## config.mk

```make
export PLATFORM = sky130hd
export DESIGN_NAME = dec_lut_req_sched
export DESIGN_NICKNAME = d
export VERILOG_FILES = /design/src/rtl/dec_lut_sched_pkg.sv /design/src/rtl/dec_lut_rr_arb.sv /design/src/rtl/dec_lut_req_sched.sv
export SDC_FILE = /design/constraint.sdc
export NUM_CORES = 1
export LEC_CHECK = 0
export CAP_MARGIN = 30
export CORE_MARGIN = 2
export CORE_UTILIZATION = 39
export CTS_CLUSTER_SIZE = 30
export DETAILED_ROUTE_END_ITERATION = 12
export GPL_TIMING_DRIVEN = 0
export PLACE_DENSITY = 0.86
export SETUP_SLACK_MARGIN = 0.15
export SLEW_MARGIN = 10
export SYNTH_ARGS = -nofsm -noshare
export SYNTH_HDL_FRONTEND = slang
export SYNTH_HIERARCHICAL = 1
export SYNTH_SLANG_ARGS = --single-unit
```

## constraint.sdc

```tcl
create_clock -name clk -period 5.4 [get_ports clk]
set_clock_uncertainty 0.05 [all_clocks]
set_input_delay 1.35 -clock clk [delete_from_list [all_inputs] [get_ports clk]]
set_output_delay 1.35 -clock clk [all_outputs]
set_load 0.1 [all_outputs]
```

## src/rtl/dec_lut_sched_pkg.sv

```systemverilog
// Shared types and helpers for the DEC_LUT request scheduler.
package dec_lut_sched_pkg;

   typedef enum logic [1:0] {
      ST_IDLE  = 2'd0,
      ST_ISSUE = 2'd1,
      ST_WAIT  = 2'd2,
      ST_RESP  = 2'd3
   } sched_state_t;

   localparam int NUM_REQ_DEF = 4;

   // Requester index width; a single requester still gets a 1-bit id.
   function automatic int id_w(input int n);
      return (n > 1) ? $clog2(n) : 1;
   endfunction

endpackage

```

## src/rtl/dec_lut_rr_arb.sv

```systemverilog
// Combinational round-robin pick: first set request at or above i_ptr, wrapping.
module dec_lut_rr_arb
   import dec_lut_sched_pkg::*;
#(
   parameter int NUM_REQ = NUM_REQ_DEF,
   parameter int ID_W    = id_w(NUM_REQ)
) (
   input  logic [NUM_REQ-1:0] i_req,
   input  logic [ID_W-1:0]    i_ptr,
   output logic [NUM_REQ-1:0] o_gnt,
   output logic [ID_W-1:0]    o_idx,
   output logic               o_any
);

   logic [ID_W-1:0] w_pos;

   always_comb begin
      o_gnt = '0;
      o_idx = '0;
      o_any = 1'b0;
      w_pos = '0;
      for (int k = 0; k < NUM_REQ; k++) begin
         w_pos = ID_W'((int'(i_ptr) + k) % NUM_REQ);
         if (!o_any && i_req[w_pos]) begin
            o_any        = 1'b1;
            o_idx        = w_pos;
            o_gnt[w_pos] = 1'b1;
         end
      end
   end

endmodule

```

## src/rtl/dec_lut_req_sched.sv

```systemverilog
// Shares one DEC_LUT decoder between NUM_REQ requesters: round-robin grant,
// one lookup in flight, tagged response, timeout abort on a missing found.
//
// state    | meaning
// ST_IDLE  | waiting for any req_valid; grant and capture in the same cycle
// ST_ISSUE | dec_w holds the captured word, dec_start pulses
// ST_WAIT  | waiting for dec_found, timeout counter running
// ST_RESP  | rsp_valid held until rsp_ready
module dec_lut_req_sched
   import dec_lut_sched_pkg::*;
#(
   parameter int NUM_REQ = 4,
   parameter int W_BITS  = 39,
   parameter int N_BITS  = 25,
   parameter int TIMEOUT = 4096,
   parameter int TMO_W   = 13
) (
   input  logic                       clk,
   input  logic                       rst_n,
   input  logic [NUM_REQ-1:0]         req_valid,
   output logic [NUM_REQ-1:0]         req_ready,
   input  logic [NUM_REQ*W_BITS-1:0]  req_w,
   output logic                       rsp_valid,
   input  logic                       rsp_ready,
   output logic [id_w(NUM_REQ)-1:0]   rsp_id,
   output logic [N_BITS-1:0]          rsp_n,
   output logic                       rsp_err,
   output logic [W_BITS-1:0]          dec_w,
   output logic                       dec_start,
   output logic                       dec_abort,
   input  logic                       dec_found,
   input  logic [N_BITS-1:0]          dec_n,
   output logic                       busy
);

   localparam int ID_W = id_w(NUM_REQ);

   sched_state_t      r_state;
   logic [ID_W-1:0]   r_rr_ptr;
   logic [ID_W-1:0]   r_rsp_id;
   logic [TMO_W-1:0]  r_tmo_cnt;
   logic [W_BITS-1:0] r_dec_w;
   logic [N_BITS-1:0] r_rsp_n;
   logic              r_rsp_err;

   logic [NUM_REQ-1:0] w_gnt;
   logic [ID_W-1:0]    w_gnt_idx;
   logic [ID_W-1:0]    w_ptr_next;
   logic               w_any;
   logic               w_tmo_hit;
   logic [W_BITS-1:0]  w_sel_w;

   dec_lut_rr_arb #(
      .NUM_REQ (NUM_REQ),
      .ID_W    (ID_W)
   ) u_arb (
      .i_req (req_valid),
      .i_ptr (r_rr_ptr),
      .o_gnt (w_gnt),
      .o_idx (w_gnt_idx),
      .o_any (w_any)
   );

   // One-hot AND-OR mux of the granted request word.
   always_comb begin
      w_sel_w = '0;
      for (int i = 0; i < NUM_REQ; i++) begin
         if (w_gnt[i]) w_sel_w = w_sel_w | req_w[i*W_BITS +: W_BITS];
      end
   end

   assign w_ptr_next = (w_gnt_idx == ID_W'(NUM_REQ - 1)) ? '0 : w_gnt_idx + 1'b1;
   assign w_tmo_hit  = (r_tmo_cnt == TMO_W'(TIMEOUT - 1));

   always_ff @(posedge clk or negedge rst_n) begin
      if (!rst_n) begin
         r_state   <= ST_IDLE;
         r_rr_ptr  <= '0;
         r_rsp_id  <= '0;
         r_tmo_cnt <= '0;
         r_dec_w   <= '0;
         r_rsp_n   <= '0;
         r_rsp_err <= 1'b0;
      end else begin
         case (r_state)
            ST_IDLE: begin
               if (w_any) begin
                  r_dec_w  <= w_sel_w;
                  r_rsp_id <= w_gnt_idx;
                  r_rr_ptr <= w_ptr_next;
                  r_state  <= ST_ISSUE;
               end
            end
            ST_ISSUE: begin
               r_tmo_cnt <= '0;
               r_state   <= ST_WAIT;
            end
            ST_WAIT: begin
               // A found arriving on the last allowed cycle still counts as a result.
               if (dec_found) begin
                  r_rsp_n   <= dec_n;
                  r_rsp_err <= 1'b0;
                  r_state   <= ST_RESP;
               end else if (w_tmo_hit) begin
                  r_rsp_n   <= '0;
                  r_rsp_err <= 1'b1;
                  r_state   <= ST_RESP;
               end else begin
                  r_tmo_cnt <= r_tmo_cnt + 1'b1;
               end
            end
            ST_RESP: begin
               if (rsp_ready) r_state <= ST_IDLE;
            end
            default: r_state <= ST_IDLE;
         endcase
      end
   end

   // Gated by rst_n so every output reads 0 while reset is held.
   assign req_ready = (rst_n && r_state == ST_IDLE) ? w_gnt : '0;
   assign dec_start = (r_state == ST_ISSUE);
   assign dec_abort = (r_state == ST_WAIT) && !dec_found && w_tmo_hit;
   assign rsp_valid = (r_state == ST_RESP);
   assign busy      = (r_state != ST_IDLE);
   assign dec_w     = r_dec_w;
   assign rsp_id    = r_rsp_id;
   assign rsp_n     = r_rsp_n;
   assign rsp_err   = r_rsp_err;

endmodule

```

==> flow_summary.yaml <==
outcome:
  status: "complete, no violations"
critical_path:
  cp-startpoint: "req_valid[3]"
  critPathLaunchType: "input port"
  worstSetupPathType: "input port to output pin"
  arrival_ns: 3.82
  critical-path-max-stage-delay_ns: 0.50
  cp.buffers_inverters: 4
  cpLargestDelayFamily: "buffers and inverters"
  cp-end-kind: "output pin"
  path_cells: "clkdlybuf4s50_1 -> mux4_2 -> buf_6 -> and2b_2 -> a22oi_1 -> o21ai_0 -> clkbuf_4 -> and3_1 -> buf_4"
  rr_startpoint: "r_rr_ptr[1]"
  slowest_stage: "mux4_2"
  critPathRequiredTime_ns: 4.00
  cp_max_fo: 10
global_route:
  grt_pass1_vias: 5559
  overflow: 0
  grt_max_degree: 66
  grt_usage_pct: 29.1
  antenna_found_initial: 0
  grt_first_pass_wirelength_mm: 29.5
logic_synthesis:
  synth_top_area_share_pct: 44.2
  synthArstFlopShare_pct: 100
  yosysSeqAreaShare_pct: 44.2
  syn_area_per_cell_um2: 9.47
  syn-num-nets: 703
  synth_top_family_by_area: "compound AO/OA/AOI/OAI gates"
  synthSimpleGateAreaFrac_pct: 14.9
  synth-xor-area-share_pct: 0
  muxShareOfSynthArea_pct: 3.66
  yosys.area.top_type: "dfrtp_1"
  synth_edf_count: 0
  synth_flop_cell: "dfrtp_1"
  synth.distinct_cells: 49
  synth-adder-area-share_pct: 3.16
  syn_area_um2: 4750
  synth_warnings: 6
  ys_ff_latch: 84
  synth_compound_area_share_pct: 28.8
  synthCells: 502
  synth_area_leaders: "dfrtp_1, a22o_1, nand2_1"
sta:
  timing.final.crit_share_pct: 96.7
  fin_crit_ns: 5.22
  rsz0062_at_grt: "yes"
  slew_violations: 0
  worst_slew_pin_slew_ns: 1.03
  slew_headroom_pct: 31.1
  setup_viol: 0
  fmax_mhz: 191
  hold_viol_final: 0
placement:
  dpl.cell_count: 918
  post_dp_cell_area_um2: 7730
  port_buffers: 263
  hpwlAfterDp_mm: 15.2
  gp_congestion: 0.949
power_and_ir_drop:
  switching_power_mw: 3.55
  power_per_cell_area_nw_per_um2: 756
  p_leak_nw: 3.40
  ir_drop_mv: 0.501
  clkPwrFrac_pct: 9.7
  p_seq_share_pct: 17.2
  cell_internal_pwr_mw: 2.57
  switching_share_pct: 58.0
  finalPower_mw: 6.12
  p_comb_share_pct: 73.1
finish:
  antenna_cells: 0
  seq_area_um2: 2100
  multi_input_area_um2: 2410
  drive_gt1_share_pct: 7.85
  final_nets: 986
  area_growth_pct: 70.3
  final_util_pct: 67.7
  instances_no_fill: 937
  stdcell_area_um2: 8090
  n_fill_cell: 914
hold_path:
  hp-class: "register to register"
  holdCritStartpoint: "dec_w[7]"
die:
  dieArea_um2: 13100
  num_io_pins: 264
  dieWidth_um: 114
  core-area_um2: 12000
  fp-row-count: 40
  die_h_um: 114
  start_util_pct: 39.7
clock_network:
  htreeDepth: 3
  clk_latency_ns: 0.33
  clk_pin_slew_ns: 0.07
  cts.sinks: 84
  clockRootBuffer: "clkbuf_16"
  cts_buffer_depth: 2
  cts-buffers-inserted: 9
  cts_tree: "built"
drt:
  vias: 5371
  drt-total-wl_mm: 19.1
  ant_nets: 0
  dr.pass1.iters: 5
  viasPerCell: 5.73
  drc: 0
  dr.first_iter.drc_count: 411
  detail_route.wl_per_cell_um: 20.4
flow_run:
  maxCapViolations: 0
==> through the flow <==
| stage | setup slack, ns | setup TNS, ns | hold slack [ns] |
|---|---|---|---|
| after floorplan | 0.344 | 0 | 0.449 |
| after global placement | -2.38 | -17.67 | 0.413 |
| after detailed placement | -1.56 | -4.85 | 0.420 |
| after CTS | 0.0838 | 0 | 0.434 |
| after global routing | 0.0706 | 0 | 0.472 |
| final | 0.178 | 0 | 0.428 |
==> layout by cell type, fill, tap and decap left out, types with 4 or more instances in the layout <==
cell type | netlist | routed
and3_1 | 7 | 6
mux2_2 | 5 | 5
clkbuf_16 | 0 | 9
nor3_1 | 4 | 4
nor2_1 | 12 | 12
a22oi_1 | 8 | 8
nand2_1 | 99 | 99
nand3_1 | 8 | 8
dfrtp_1 | 84 | 84
buf_4 | 0 | 6
clkdlybuf4s50_1 | 0 | 258
buf_6 | 5 | 8
buf_16 | 0 | 6
a221oi_1 | 39 | 39
clkbuf_1 | 28 | 24
o21ai_0 | 71 | 68
a21oi_1 | 4 | 4
buf_1 | 4 | 4
inv_1 | 13 | 13
a22o_1 | 44 | 44
o31ai_1 | 4 | 4
buf_2 | 5 | 4
ha_1 | 12 | 12
==> power groups by stage <==
stage / Sequential [mW] / Combinational [mW] / Clock, mW
after floorplan: 2.63 / 1.51 / 0
after global placement: 1.04 / 4.18 / 0
after detailed placement: 1.05 / 4.36 / 0
after CTS: 1.05 / 4.43 / 0.601
after global routing: 1.08 / 4.71 / 0.622
final: 1.05 / 4.47 / 0.591
==> worst paths after layout <==
kind / end / slack, ns / cells past startpoint
worst min-delay path: dec_w[7] / 0.43 / 2
worst min register to register: dec_w[7] / 0.43 / 2
worst max register to register: dec_w[8] / 2.00 / 12
worst max-delay path: req_ready[2] / 0.18 / 9
max in group asynchronous: rsp_id[0] / 3.81 / 2
min in group asynchronous: rsp_n[21] / 0.86 / 1
==> cell usage after synthesis, drive strengths merged, types with 2 or more instances <==
cell	n
nor4b	2
clkbuf	28
a31oi	2
mux2i	2
a211o	3
a41oi	3
nor3	5
nand2	99
a21o	2
mux2	5
a21oi	4
nand3	8
o41ai	2
nor2	12
ha	12
nor4	3
a221oi	39
and3	7
dfrtp	84
nand4	3
o31ai	4
and4	4
inv	13
mux4	4
nand2b	2
a22oi	8
buf	14
a22o	44
o21ai	71
==> registers in the layout (all words and copies together), names as in the netlist <==
register and flops:
dec_w 39, rsp_n 25, r_tmo_cnt 13, r_rr_ptr 2
r_state 2, rsp_id 2, rsp_err 1
==> final cells by class <==
type / instances / area share, %
Sequential cell: 84 / 26.0
Tap cell: 147 / 2.27
Buffer: 41 / 2.83
Clock inverter: 7 / 0.711
Inverter: 13 / 0.603
Multi-Input combinational cell: 363 / 29.8
Clock buffer: 9 / 2.78
Timing Repair Buffer: 273 / 35.0
==> cells by family after synthesis <==
logic type                 count (synthesis)
AOI/OAI and AO/OA                        191
DFF                                       84
and+or+nand+nor                          149
muxes                                     11
adders and majority gates                 12
buffers and inverters                     55
==> layer usage <==
metal  wire (µm)  track usage, %  up-vias
li1            -               -     2467
met1        7100            32.8     2617
met2       10000            53.4      248
met3        1380            6.72       39
met4         618            10.5        0
met5           0               0        -
==> tightest hold or removal path, delay by kind of cell (launching register included) <==
kind / cells / cell delay [ns]
DFF: 1 / 0.34
and+or+nand+nor: 1 / 0.04
AOI/OAI and AO/OA: 1 / 0.06
==> what timing repair did <==
| action | in CTS | in global routing |
|---|---|---|
| resized for setup | 43 | 3 |
| hold buffers | 0 | 0 |
| setup endpoints to repair | 4 | 4 |
| pin swaps | 1 | 1 |
| setup buffers | 2 | 2 |
Power figures use the tool's default switching activity.
